**src/rtl/sevenseg_if.sv**
```systemverilog
// Segment-display bus: datapath nibbles and blanking in, active-low segment/anode pins out.
interface sevenseg_if #(
  parameter int unsigned N_DIGITS = 2
);
  logic [4*N_DIGITS-1:0] digits;
  logic [N_DIGITS-1:0]   blank;
  logic [6:0]            segs;
  logic [N_DIGITS-1:0]   anodes;
  logic                  scan_done;

  modport master (output digits, blank, input segs, anodes, scan_done);
  modport slave  (input digits, blank, output segs, anodes, scan_done);
endinterface

```
**src/rtl/sevenseg_scan.sv**
```systemverilog
// Time-multiplexed N-digit seven-segment driver with dead time and per-frame input snapshots.
// Define SEVENSEG_LZB_EN to enable leading-zero blanking.
module sevenseg_scan #(
  parameter int unsigned N_DIGITS       = 2,
  parameter int unsigned REFRESH_CYCLES = 48000,
  parameter int unsigned DEAD_CYCLES    = 16
) (
  input  logic       clk,
  input  logic       reset,
  sevenseg_if.slave  bus
);

  localparam int unsigned CntW = (REFRESH_CYCLES > 1) ? $clog2(REFRESH_CYCLES) : 1;
  localparam int unsigned IdxW = (N_DIGITS > 1) ? $clog2(N_DIGITS) : 1;
  localparam logic [CntW-1:0] CntMax   = CntW'(REFRESH_CYCLES - 1);
  localparam logic [CntW-1:0] DeadLast = CntW'(DEAD_CYCLES - 1);
  localparam logic [IdxW-1:0] IdxMax   = IdxW'(N_DIGITS - 1);

  typedef enum logic {StDead, StOn} phase_e;

  logic [CntW-1:0]       cnt_q, cnt_d;
  logic [IdxW-1:0]       idx_q, idx_d;
  phase_e                phase_q, phase_d;
  logic [4*N_DIGITS-1:0] snap_digits_q, snap_digits_d;
  logic [N_DIGITS-1:0]   snap_blank_q, snap_blank_d;
  logic [6:0]            segs_q, segs_d;
  logic [N_DIGITS-1:0]   anodes_q, anodes_d;
  logic                  scan_done_q, scan_done_d;
  logic [N_DIGITS-1:0]   lz_blank;
  logic [N_DIGITS-1:0]   eff_blank;
  logic [3:0]            nibble;

  function automatic logic [6:0] seg_decode(input logic [3:0] n);
    case (n)
      4'h0: seg_decode = 7'b1000000;
      4'h1: seg_decode = 7'b1111001;
      4'h2: seg_decode = 7'b0100100;
      4'h3: seg_decode = 7'b0110000;
      4'h4: seg_decode = 7'b0011001;
      4'h5: seg_decode = 7'b0010010;
      4'h6: seg_decode = 7'b0000010;
      4'h7: seg_decode = 7'b1111000;
      4'h8: seg_decode = 7'b0000000;
      4'h9: seg_decode = 7'b0010000;
      4'hA: seg_decode = 7'b0001000;
      4'hB: seg_decode = 7'b0000011;
      4'hC: seg_decode = 7'b1000110;
      4'hD: seg_decode = 7'b0100001;
      4'hE: seg_decode = 7'b0000110;
      default: seg_decode = 7'b0001110;
    endcase
  endfunction

  always_ff @(posedge clk) begin
    if (reset) begin
      cnt_q         <= '0;
      idx_q         <= '0;
      phase_q       <= StDead;
      snap_digits_q <= '0;
      snap_blank_q  <= '0;
      segs_q        <= 7'h7F;
      anodes_q      <= '1;
      scan_done_q   <= 1'b0;
    end else begin
      cnt_q         <= cnt_d;
      idx_q         <= idx_d;
      phase_q       <= phase_d;
      snap_digits_q <= snap_digits_d;
      snap_blank_q  <= snap_blank_d;
      segs_q        <= segs_d;
      anodes_q      <= anodes_d;
      scan_done_q   <= scan_done_d;
    end
  end

  always_comb begin
    cnt_d         = cnt_q + 1'b1;
    idx_d         = idx_q;
    scan_done_d   = 1'b0;
    snap_digits_d = snap_digits_q;
    snap_blank_d  = snap_blank_q;
    phase_d       = phase_q;
    if (cnt_q == CntMax) begin
      cnt_d = '0;
      if (idx_q == IdxMax) begin
        idx_d       = '0;
        scan_done_d = 1'b1;
      end else begin
        idx_d = idx_q + 1'b1;
      end
    end
    // Frame start: capture inputs so the whole scan shows one consistent value.
    if (cnt_q == '0 && idx_q == '0) begin
      snap_digits_d = bus.digits;
      snap_blank_d  = bus.blank;
    end
    unique case (phase_q)
      StDead: if (cnt_q == DeadLast) phase_d = StOn;
      StOn:   if (cnt_q == CntMax)   phase_d = StDead;
      default: phase_d = StDead;
    endcase
  end

`ifdef SEVENSEG_LZB_EN
  always_comb begin
    logic zero_above;
    lz_blank   = '0;
    zero_above = 1'b1;
    for (int i = N_DIGITS - 1; i >= 1; i--) begin
      zero_above  = zero_above & (snap_digits_d[4*i +: 4] == 4'h0);
      lz_blank[i] = zero_above;
    end
  end
`else
  assign lz_blank = '0;
`endif

  assign eff_blank = snap_blank_d | lz_blank;
  assign nibble    = snap_digits_d[{idx_d, 2'b00} +: 4];

  always_comb begin
    segs_d   = 7'h7F;
    anodes_d = '1;
    if (phase_d == StOn) begin
      segs_d = seg_decode(nibble);
      if (!eff_blank[idx_d]) anodes_d[idx_d] = 1'b0;
    end
  end

  assign bus.segs      = segs_q;
  assign bus.anodes    = anodes_q;
  assign bus.scan_done = scan_done_q;

endmodule

```
**src/flat_wrapper.sv**
```systemverilog
// flat-port wrapper written by rule: the top's interface ports become plain ports
module sevenseg_scan_flat 
#(
  parameter int unsigned N_DIGITS       = 2,
  parameter int unsigned REFRESH_CYCLES = 48000,
  parameter int unsigned DEAD_CYCLES    = 16
)
  (clk, reset, bus_digits, bus_blank, bus_segs, bus_anodes, bus_scan_done);
  sevenseg_if #(.N_DIGITS(N_DIGITS)) bus_i ();
  input  logic clk;
  input  logic reset;
  input wire logic [$bits(bus_i.digits)-1:0] bus_digits;
  input wire logic [$bits(bus_i.blank)-1:0] bus_blank;
  output wire logic [$bits(bus_i.segs)-1:0] bus_segs;
  output wire logic [$bits(bus_i.anodes)-1:0] bus_anodes;
  output wire logic [$bits(bus_i.scan_done)-1:0] bus_scan_done;
  assign bus_i.digits = bus_digits;
  assign bus_i.blank = bus_blank;
  assign bus_segs = bus_i.segs;
  assign bus_anodes = bus_i.anodes;
  assign bus_scan_done = bus_i.scan_done;
  sevenseg_scan #(.N_DIGITS(N_DIGITS), .REFRESH_CYCLES(REFRESH_CYCLES), .DEAD_CYCLES(DEAD_CYCLES)) u_core (.clk(clk), .reset(reset), .bus(bus_i));
endmodule
```
**config.mk**
```make
export PLATFORM = sky130hd
export DESIGN_NAME = sevenseg_scan_flat
export DESIGN_NICKNAME = d
export VERILOG_FILES = /design/src/rtl/sevenseg_if.sv /design/src/rtl/sevenseg_scan.sv /design/src/flat_wrapper.sv
export SDC_FILE = /design/constraint.sdc
export NUM_CORES = 1
export LEC_CHECK = 0
export BUFFER_PORTS_ARGS = -buffer_cell sky130_fd_sc_hd__buf_4
export CAP_MARGIN = 20
export CORE_MARGIN = 2
export CORE_UTILIZATION = 45
export CTS_CLUSTER_SIZE = 28
export DETAILED_ROUTE_END_ITERATION = 10
export GPL_TIMING_DRIVEN = 0
export PLACE_DENSITY = 0.65
export SYNTH_ARGS = -nofsm -noshare
export SYNTH_HDL_FRONTEND = slang
export SYNTH_SLANG_ARGS = --single-unit
```
**constraint.sdc**
```tcl
create_clock -name clk -period 4.79 [get_ports clk]
set_clock_uncertainty 0.2 [all_clocks]
set_input_delay 0.479 -clock clk [delete_from_list [all_inputs] [get_ports clk]]
set_output_delay 0.479 -clock clk [all_outputs]
set_load 0.005 [all_outputs]
```
==> flow_summary.yaml, run 1 <==
hold_path:
  hp-class: "input pin to register"
  hold_path_startpoint: "bus_digits[7]"
  worstHoldEndpoint: "u_core.snap_digits_q[7]"
  min_path_cells: 3
clock_network:
  h-tree-depth: 2
  ctsHoldBuffers: 0
  numCtsBuffers: 5
  cts.sinks: 38
  clkLatencyLatePin_ns: 0.29
  cts_setup_buffers: 0
  ctsResizeCount: 0
  cts_tree: "yes"
  clkTransAtPathRegs_ns: 0.07
  ctsRootBufferMaster: "clkbuf_8"
  ctsLongestPathBuffers: 2
finish:
  layout_common_cells: "dfxtp_1, nor2_1, buf_4"
  final_common_cell: "dfxtp_1"
  nNetsFinal: 247
  final_core_util_pct: 56.55
  drive_above_1_share_pct: 17.54
  layoutNonFillerInstCount: 276
  syn_to_final_growth_pct: 17.83
  antenna-diode-count: 0
  fillCellCount: 351
placed_design:
  dpl.hpwl_mm: 2.728
  preCtsSetupSlack_ns: 1.361
  routabilityCongestion: 0.8834
  dp_cells: 268
  port_buffers: 20
route:
  drt_iter0_markers: 73
  wl_mm: 3.856
  routedWlPerCell_um: 13.97
  ant_nets: 0
  drc: 0
  vias: 1514
  vias_per_cell: 5.486
  drtPass1Iterations: 4
synth:
  synth_seq_area_share_pct: 42.34
  synthMuxAreaShare_pct: 6.128
  synth_cell_type_count: 45
  synth_top_family_by_area: "simple AND/OR/NAND/NOR gates"
  netlist_instances: 200
  synth_async_sr_flop_share_pct: 0
  synth_fa_ha_area_share_pct: 5.571
  synth-xor-area-share_pct: 6.337
  ys_ff_latch: 38
  ys.flop_type: "dfxtp_1"
  yosysWarnings: 0
  syn_area_per_cell_um2: 8.984
  synthSimpleGateAreaFrac_pct: 24.79
  synthesis.nets: 220
  netlist_area_um2: 1797
  synth-edff-count: 0
  synth-compound-area-share_pct: 11.14
worst_setup_path:
  r2r_slack_ns: 1.29
  critPathCaptureType: "register"
  cp_slowest_stage_delay_ns: 0.60
  crit_arrival_ns: 3.45
  crit_fanout: 7
  crit_path_cell_trace: "ha_1, nand4_1, or4_4, o21ai_0, and2_4, mux2_4, ha_1, nand2b_1, o211ai_1, o311ai_1"
  crit_type: "register to register"
  slowest_stage: "or4_4"
  r2r-end: "u_core.bus.segs[1]"
  r2r_cells: 10
  startpoint_type: "register"
  cp.required_ns: 4.74
  path_common_cell: "ha_1"
  r2r_start: "u_core.cnt_q[0]"
die:
  core_um2: 3744
  start_util_pct: 47.99
  dieArea_um2: 4514
  fp.dieH_um: 67.19
  io_pins: 22
  rows: 22
  die_width_um: 67.19
timing:
  maxSlewViolCount: 0
  fin_crit_ns: 3.500
  layout_setup_ws_ns: 1.290
  min_period_over_period_pct: 73.07
  setup_viol_count_final: 0
  max_slew_margin_pct: 45.46
  rsz0062_at_grt: "false"
  worstMarginPinSlew_ns: 0.8112
  finalHoldViolations: 0
  clock.fmax_mhz: 285.7
  tns_ns: 0
pwr:
  power_density_nw_per_um2: 328.5
  ir_drop_mv: 0.2382
  power.leakage_nw: 0.8520
  finalPower_uw: 695.4
global_route:
  grt_antenna_before_repair: 0
  overflow: 0
  grt_pass1_vias: 1463
  grt_start_max_net_pins: 12
  grt_pass1_wl_mm: 6.555
  track_usage_pct: 19.34
run_status:
  status: "finished, final reports clean"
job:
  max_cap_viol_count: 0
-- per-stage QoR --
step | hold slack [ns] | instance area, um2
after floorplan | 0.2371 | 1797
after global placement | 0.2523 | 2007
after detailed placement | 0.2775 | 2007
after CTS | 0.2340 | 2117
after global routing | 0.2311 | 2117
final | 0.2384 | 2117
-- critical path: cells and delay by family (launching register included) --
| family | cells | cell delay (ns) |
|---|---|---|
| AND/OR/NAND/NOR | 4 | 1.31 |
| AO/OA/AOI/OAI | 3 | 0.54 |
| multiplexers | 1 | 0.34 |
| adder cells (fa/ha/maj) | 2 | 0.58 |
| flip-flops | 1 | 0.40 |
-- final cells by class --
type                       instances  area (um2)  area share (%)
clock buffer                       8       110.1           5.201
inverter                           8       30.03           1.418
multi-input combinational        147       969.7           45.80
sequential                        38       760.7           35.93
timing repair buffer              20       150.1           7.092
buffer                             7       36.28           1.714
tap                               48       60.06           2.837
-- Yosys cell counts (all sizes together), types with 2 or more instances --
cell / count / area (um2)
a21boi: 2 / 15.02
a21o: 2 / 16.27
a21oi: 8 / 40.04
and2: 2 / 15.02
and3: 2 / 12.51
buf: 3 / 20.01
clkbuf: 4 / 16.26
dfxtp: 38 / 760.7
ha: 8 / 100.1
inv: 8 / 30.03
mux2: 2 / 30.03
mux2i: 8 / 80.08
nand2: 11 / 41.29
nand2b: 4 / 25.02
nand3: 13 / 65.06
nand4: 3 / 18.77
nor2: 30 / 115.1
nor2b: 2 / 12.51
nor3: 6 / 30.03
nor3b: 2 / 15.01
nor4: 3 / 18.77
o211ai: 2 / 15.01
o21ai: 5 / 25.02
o221ai: 3 / 26.28
o311ai: 2 / 17.52
o31ai: 2 / 15.01
or3: 4 / 30.03
xnor2: 7 / 61.31
xor2: 6 / 52.55
-- worst max-delay path by stage --
stage,depth (start not counted),slack [ns],startpoint,end
6_report,10,1.29,u_core.cnt_q[0],u_core.bus.segs[1]
5_1_grt,10,1.10,u_core.cnt_q[0],u_core.bus.segs[1]
4_1_cts,10,1.32,u_core.cnt_q[0],u_core.bus.segs[1]
3_5_place_dp,10,1.36,u_core.cnt_q[0],u_core.bus.segs[1]
3_3_place_gp,10,1.39,u_core.cnt_q[0],u_core.bus.segs[1]
2_1_floorplan,10,1.67,u_core.cnt_q[0],u_core.bus.segs[1]
-- state kept, by name, indices dropped and copies added, names as in the netlist --
signal and count:
u_core.cnt_q 16, u_core.snap_digits_q 8, u_core.bus.segs 7, u_core.bus.anodes 2, u_core.snap_blank_q 2, u_core.bus.scan_done 1, u_core.idx_q 1, u_core.phase_q 1
-- metal layers --
| metal | up-vias | GRT usage (%) | share of wire, % | wire length [um] |
|---|---|---|---|---|
| met5 | - | 0 | 0 | 0 |
| met4 | 0 | 7.143 | 1.2 | 48 |
| met3 | 6 | 5.333 | 5.1 | 197 |
| met2 | 48 | 30.20 | 44 | 1691 |
| met1 | 702 | 25.52 | 50 | 1919 |
| li1 | 758 | - | - | - |
-- report_power, final --
| group | leakage [nW] | internal (mW) | switching [mW] | total (mW) |
|---|---|---|---|---|
| Combinational | 0.485 | 0.0444 | 0.0619 | 0.106 |
| Clock | 0.0575 | 0.145 | 0.114 | 0.259 |
| Sequential | 0.309 | 0.326 | 0.00439 | 0.330 |
| Total | 0.852 | 0.515 | 0.180 | 0.695 |
-- logic make-up (layout without fill, tap and decap cells) --
family                     after synthesis  count (layout)
AOI/OAI and AO/OA                       29              29
adders and majority gates                8               8
muxes                                   10              10
and+or+nand+nor                         87              87
DFF                                     38              38
xor gates and xnor gates                13              13
buffers and inverters                   15              43
Note: power is estimated with default switching activity, not from simulation.
==> inputs of run 2 (changes only) <==
PLACE_DENSITY = 0.68   (was 0.65)
clock period = 2.9 ns   (was 4.79 ns; I/O delays follow)
==> flow_summary.yaml, run 2 (synthesis results as in run 1) <==
die:
  io_pins: 22
  die_width_um: 67.19
  dieArea_um2: 4514
  start_util_pct: 47.99
  fp.dieH_um: 67.19
  core_um2: 3744
  rows: 22
global_route:
  grt_antenna_before_repair: 0
  grt_pass1_vias: 1424
  track_usage_pct: 19.08
  grt_pass1_wl_mm: 6.513
  grt_start_max_net_pins: 13
  overflow: 0
route:
  vias_per_cell: 5.219
  drtPass1Iterations: 4
  drt_iter0_markers: 65
  drc: 0
  vias: 1503
  ant_nets: 0
  wl_mm: 3.919
  routedWlPerCell_um: 13.61
finish:
  final_core_util_pct: 63.80
  final_common_cell: "dfxtp_1"
  layoutNonFillerInstCount: 288
  drive_above_1_share_pct: 30.00
  nNetsFinal: 259
  fin_area_um2: 2389
  antenna-diode-count: 0
  layout_common_cells: "dfxtp_1, buf_4, nor2_1"
  largest_reg_flops: 16
  syn_to_final_growth_pct: 32.94
  regMostFlops: "u_core.cnt_q"
pwr:
  swShare_pct: 24.15
  power_density_nw_per_um2: 566.1
  switchingPower_uw: 326.5
  share_comb_of_total_power_pct: 18.7
  power.leakage_nw: 0.9375
  p_int_mw: 1.026
  pwr-share-seq_pct: 40.3
  ir_drop_mv: 0.5365
  clkPwrFrac_pct: 41.0
worst_setup_path:
  startpoint: "u_core.cnt_q[10]"
  critPathCaptureType: "register"
  r2r-end: "u_core.bus.segs[0]"
  crit_arrival_ns: 3.03
  crit_fanout: 5
  r2r_start: "u_core.cnt_q[10]"
  cp.required_ns: 2.84
  cp_slowest_stage_delay_ns: 0.55
  r2r_cells: 8
  worst-path-stages: 8
  critPathCapture: "u_core.bus.segs[0]"
  path_delay_family: "simple AND/OR/NAND/NOR gates"
  slowest_stage: "or4_4"
  startpoint_type: "register"
  crit_type: "register to register"
  path_common_cell: "or3_4"
  path_buf_inv: 0
  crit_path_cell_trace: "or3_4, or4_4, or3_4, and2_4, mux2_4, ha_1, nor3b_2, o31ai_1"
  r2r_slack_ns: -0.19
timing:
  finalHoldViolations: 0
  fin_crit_ns: 3.093
  max_slew_margin_pct: 66.31
  worstMarginPinSlew_ns: 0.5054
  maxSlewViolCount: 0
  min_period_over_period_pct: 106.7
  rsz0062_at_grt: "true"
  layout_setup_ws_ns: -0.1930
  setup_viol_count_final: 7
  clock.fmax_mhz: 323.3
placed_design:
  dp_cells: 268
  dpl.hpwl_mm: 2.531
  port_buffers: 20
  placed_area_um2: 2039
  routabilityCongestion: 0.7915
clock_network:
  numCtsBuffers: 5
  cts.sinks: 38
  ctsRootBufferMaster: "clkbuf_8"
  h-tree-depth: 2
  cts_tree: "yes"
  clkTransAtPathRegs_ns: 0.08
  ctsHoldBuffers: 0
  ctsLongestPathBuffers: 2
  clkLatencyLatePin_ns: 0.28
run_status:
  violations: "negative setup slack"
  status: "complete, but fails checks"
hold_path:
  hp-class: "input pin to register"
job:
  max_cap_viol_count: 0
[run 2: power by group through the flow]
| stage | Clock, mW | Combinational, mW | Sequential (mW) |
|---|---|---|---|
| 6_report | 0.555 | 0.253 | 0.545 |
| 5_1_grt | 0.592 | 0.280 | 0.547 |
| 4_1_cts | 0.563 | 0.224 | 0.545 |
| 3_5_place_dp | 0 | 0.179 | 0.559 |
| 3_3_place_gp | 0 | 0.178 | 0.558 |
| 2_1_floorplan | 0 | 0.138 | 0.557 |
[run 2: worst min path at each step]
stage,start,endpoint,slack [ns],cells after the start
CTS,bus_digits[7],u_core.snap_digits_q[7],0.05,3
floorplan,bus_digits[3],u_core.snap_digits_q[3],0.23,2
global placement,u_core.cnt_q[0],u_core.cnt_q[0],0.26,1
detailed placement,u_core.cnt_q[0],u_core.cnt_q[0],0.26,1
global route,bus_digits[6],u_core.snap_digits_q[6],0.07,3
finish,bus_digits[7],u_core.snap_digits_q[7],0.05,3
[run 2: through the flow]
| stage | hold slack [ns] | TNS (ns) | worst slack (ns) | total power, mW |
|---|---|---|---|---|
| floorplan | 0.2260 | -0.4593 | -0.1168 | 0.6944 |
| detailed placement | 0.2611 | -2.514 | -0.4590 | 0.7376 |
| CTS | 0.04740 | -0.5767 | -0.1221 | 1.332 |
| finish | 0.04923 | -1.084 | -0.1930 | 1.352 |
| global route | 0.06710 | -1.610 | -0.2691 | 1.419 |
| global placement | 0.2587 | -2.513 | -0.4331 | 0.7361 |
[run 2: per-layer routing]
metal	vias up	track usage (%)	share of wire, %
li1	776	-	-
met1	698	23.75	47
met2	24	32.92	49
met3	5	5.000	3.4
met4	0	4.592	0.61
met5	-	0	0
[run 2: layout make-up]
cell class | count | area, um2
inverter | 8 | 35.03
sequential | 38 | 769.5
buffer | 7 | 38.79
tap | 48 | 60.06
clock buffer | 6 | 82.58
fill | 328 | 1355
multi-input combinational | 147 | 1102
timing repair buffer | 32 | 240.2
clock inverter | 2 | 60.06
[run 2: worst min-delay path: cells and delay by family]
| family | cells | cell delay, ns |
|---|---|---|
| buf+inv | 1 | 0.10 |
| compound gates | 1 | 0.05 |
| simple gates | 1 | 0.04 |
[run 2: what timing repair did]
item,in CTS,in global routing
pin swaps,9,4
gates resized for setup,15,11
setup endpoints to repair,7,7
hold endpoints to repair,0,0
setup buffers,9,3
==> inputs of run 3 (changes only) <==
GPL_TIMING_DRIVEN = not set   (was 0)
PLACE_DENSITY = 0.65   (was 0.68)
REMOVE_ABC_BUFFERS = 1   (was not set)
clock period = 3 ns   (was 2.9 ns; I/O delays follow)
==> flow_summary.yaml, run 3 (synthesis results as in run 1) <==
run_status:
  status: "finished, final reports clean"
die:
  die_width_um: 67.19
  start_util_pct: 47.99
  rows: 22
  io_pins: 22
  dieArea_um2: 4514
  fp.dieH_um: 67.19
  core_um2: 3744
route:
  drc: 0
  routedWlPerCell_um: 13.47
  wl_mm: 4.015
  ant_nets: 0
  vias: 1553
  vias_per_cell: 5.211
  drtPass1Iterations: 4
  drt_iter0_markers: 46
timing:
  rsz0062_at_grt: "true"
  setup_viol_count_final: 0
  fin_crit_ns: 2.939
  tns_ns: 0
  layout_setup_ws_ns: 0.06067
  clock.fmax_mhz: 340.2
  worstMarginPinSlew_ns: 0.4903
  min_period_over_period_pct: 97.98
  max_slew_margin_pct: 67.31
  maxSlewViolCount: 0
  finalHoldViolations: 0
pwr:
  ir_drop_mv: 0.2733
  power_density_nw_per_um2: 472.4
  power.leakage_nw: 0.9705
worst_setup_path:
  r2r_cells: 10
  crit_fanout: 5
  r2r_start: "u_core.cnt_q[1]"
  r2r_slack_ns: 0.06
  startpoint_type: "register"
  cp.required_ns: 2.97
  crit_type: "register to register"
  r2r-end: "u_core.bus.segs[1]"
  critPathCaptureType: "register"
  crit_arrival_ns: 2.91
clock_network:
  ctsHoldBuffers: 0
  clkTransAtPathRegs_ns: 0.07
  cts_tree: "yes"
  cts.sinks: 38
  numCtsBuffers: 5
  clkLatencyLatePin_ns: 0.29
  ctsRootBufferMaster: "clkbuf_8"
  ctsLongestPathBuffers: 2
  h-tree-depth: 2
placed_design:
  routabilityCongestion: 0.8629
  dp_cells: 289
  preCtsSetupSlack_ns: -0.1500
  port_buffers: 21
  dpl.hpwl_mm: 2.931
hold_path:
  worstHoldEndpoint: "u_core.snap_digits_q[7]"
  hp-class: "input pin to register"
  min_path_cells: 3
  hold_path_startpoint: "bus_digits[7]"
global_route:
  grt_start_max_net_pins: 18
  overflow: 0
  track_usage_pct: 20.19
  grt_pass1_vias: 1495
  grt_antenna_before_repair: 0
  grt_pass1_wl_mm: 6.768
finish:
  final_common_cell: "buf_4"
  layout_common_cells: "buf_4, dfxtp_1, nor2_1"
  drive_above_1_share_pct: 33.20
  final_core_util_pct: 63.97
  fillCellCount: 310
  syn_to_final_growth_pct: 33.29
  regMostFlops: "u_core.cnt_q"
  largest_reg_flops: 16
  nNetsFinal: 269
  layoutNonFillerInstCount: 298
  antenna-diode-count: 0
job:
  max_cap_viol_count: 0
run 3: worst max path at each step:
stage,end,startpoint,slack (ns),cells after the start
CTS,u_core.bus.segs[1],u_core.cnt_q[10],-0.01,9
finish,u_core.bus.segs[1],u_core.cnt_q[1],0.06,10
detailed placement,u_core.bus.segs[4],u_core.cnt_q[1],-0.15,11
floorplan,u_core.bus.segs[1],u_core.cnt_q[0],-0.18,10
global placement,u_core.bus.segs[3],u_core.cnt_q[10],-0.05,8
global route,u_core.bus.segs[1],u_core.cnt_q[1],-0.06,10
run 3: final cells by class:
cell class,instances,area (um2),share of cell area [%]
multi-input combinational,147,1070,44.67
sequential,38,769.5,32.13
timing repair buffer,49,371.6,15.52
clock buffer,7,86.33,3.605
tap,48,60.06,2.508
inverter,8,32.53,1.358
clock inverter,1,5.005,0.2090
run 3: worst max-delay path, stage by stage (launching register included):
cell and delay, ns:
dfxtp_4 0.37, ha_4 0.14, nand4_1 0.12, or4_4 0.51, or3_4 0.34, and2_4 0.18
mux2_4 0.35, ha_4 0.26, nand2b_4 0.13, o211ai_1 0.08, o311ai_1 0.12
run 3: repair_timing:
action / CTS / global route
setup endpoints to repair: 7 / 7
pin swaps: 3 / 7
setup buffers: 0 / 1
gates resized for setup: 21 / 7
run 3: stage by stage:
stage | instance area (um2) | hold slack, ns | power (mW)
after detailed placement | 2181 | 0.2869 | 0.7395
final | 2395 | 0.06175 | 1.131
after global placement | 2181 | 0.2716 | 0.7316
after CTS | 2360 | 0.05476 | 1.130
after global routing | 2395 | 0.06506 | 1.186
after floorplan | 1760 | 0.1691 | 0.6539
run 3: metal layers:
layer / wire [um] / track usage, % / vias to the layer above
li1: - / - / 802
met1: 1786 / 24.43 / 725
met2: 2048 / 34.03 / 19
met3: 114 / 5.167 / 7
met4: 65 / 8.418 / 0
met5: 0 / 0 / -
run 3: power by group:
group / total [mW] / switching (mW) / leakage (nW) / internal (mW)
logic: 0.243 / 0.122 / 0.612 / 0.121
clock network: 0.359 / 0.174 / 0.0482 / 0.185
registers: 0.530 / 0.00937 / 0.311 / 0.520
total: 1.13 / 0.305 / 0.970 / 0.826
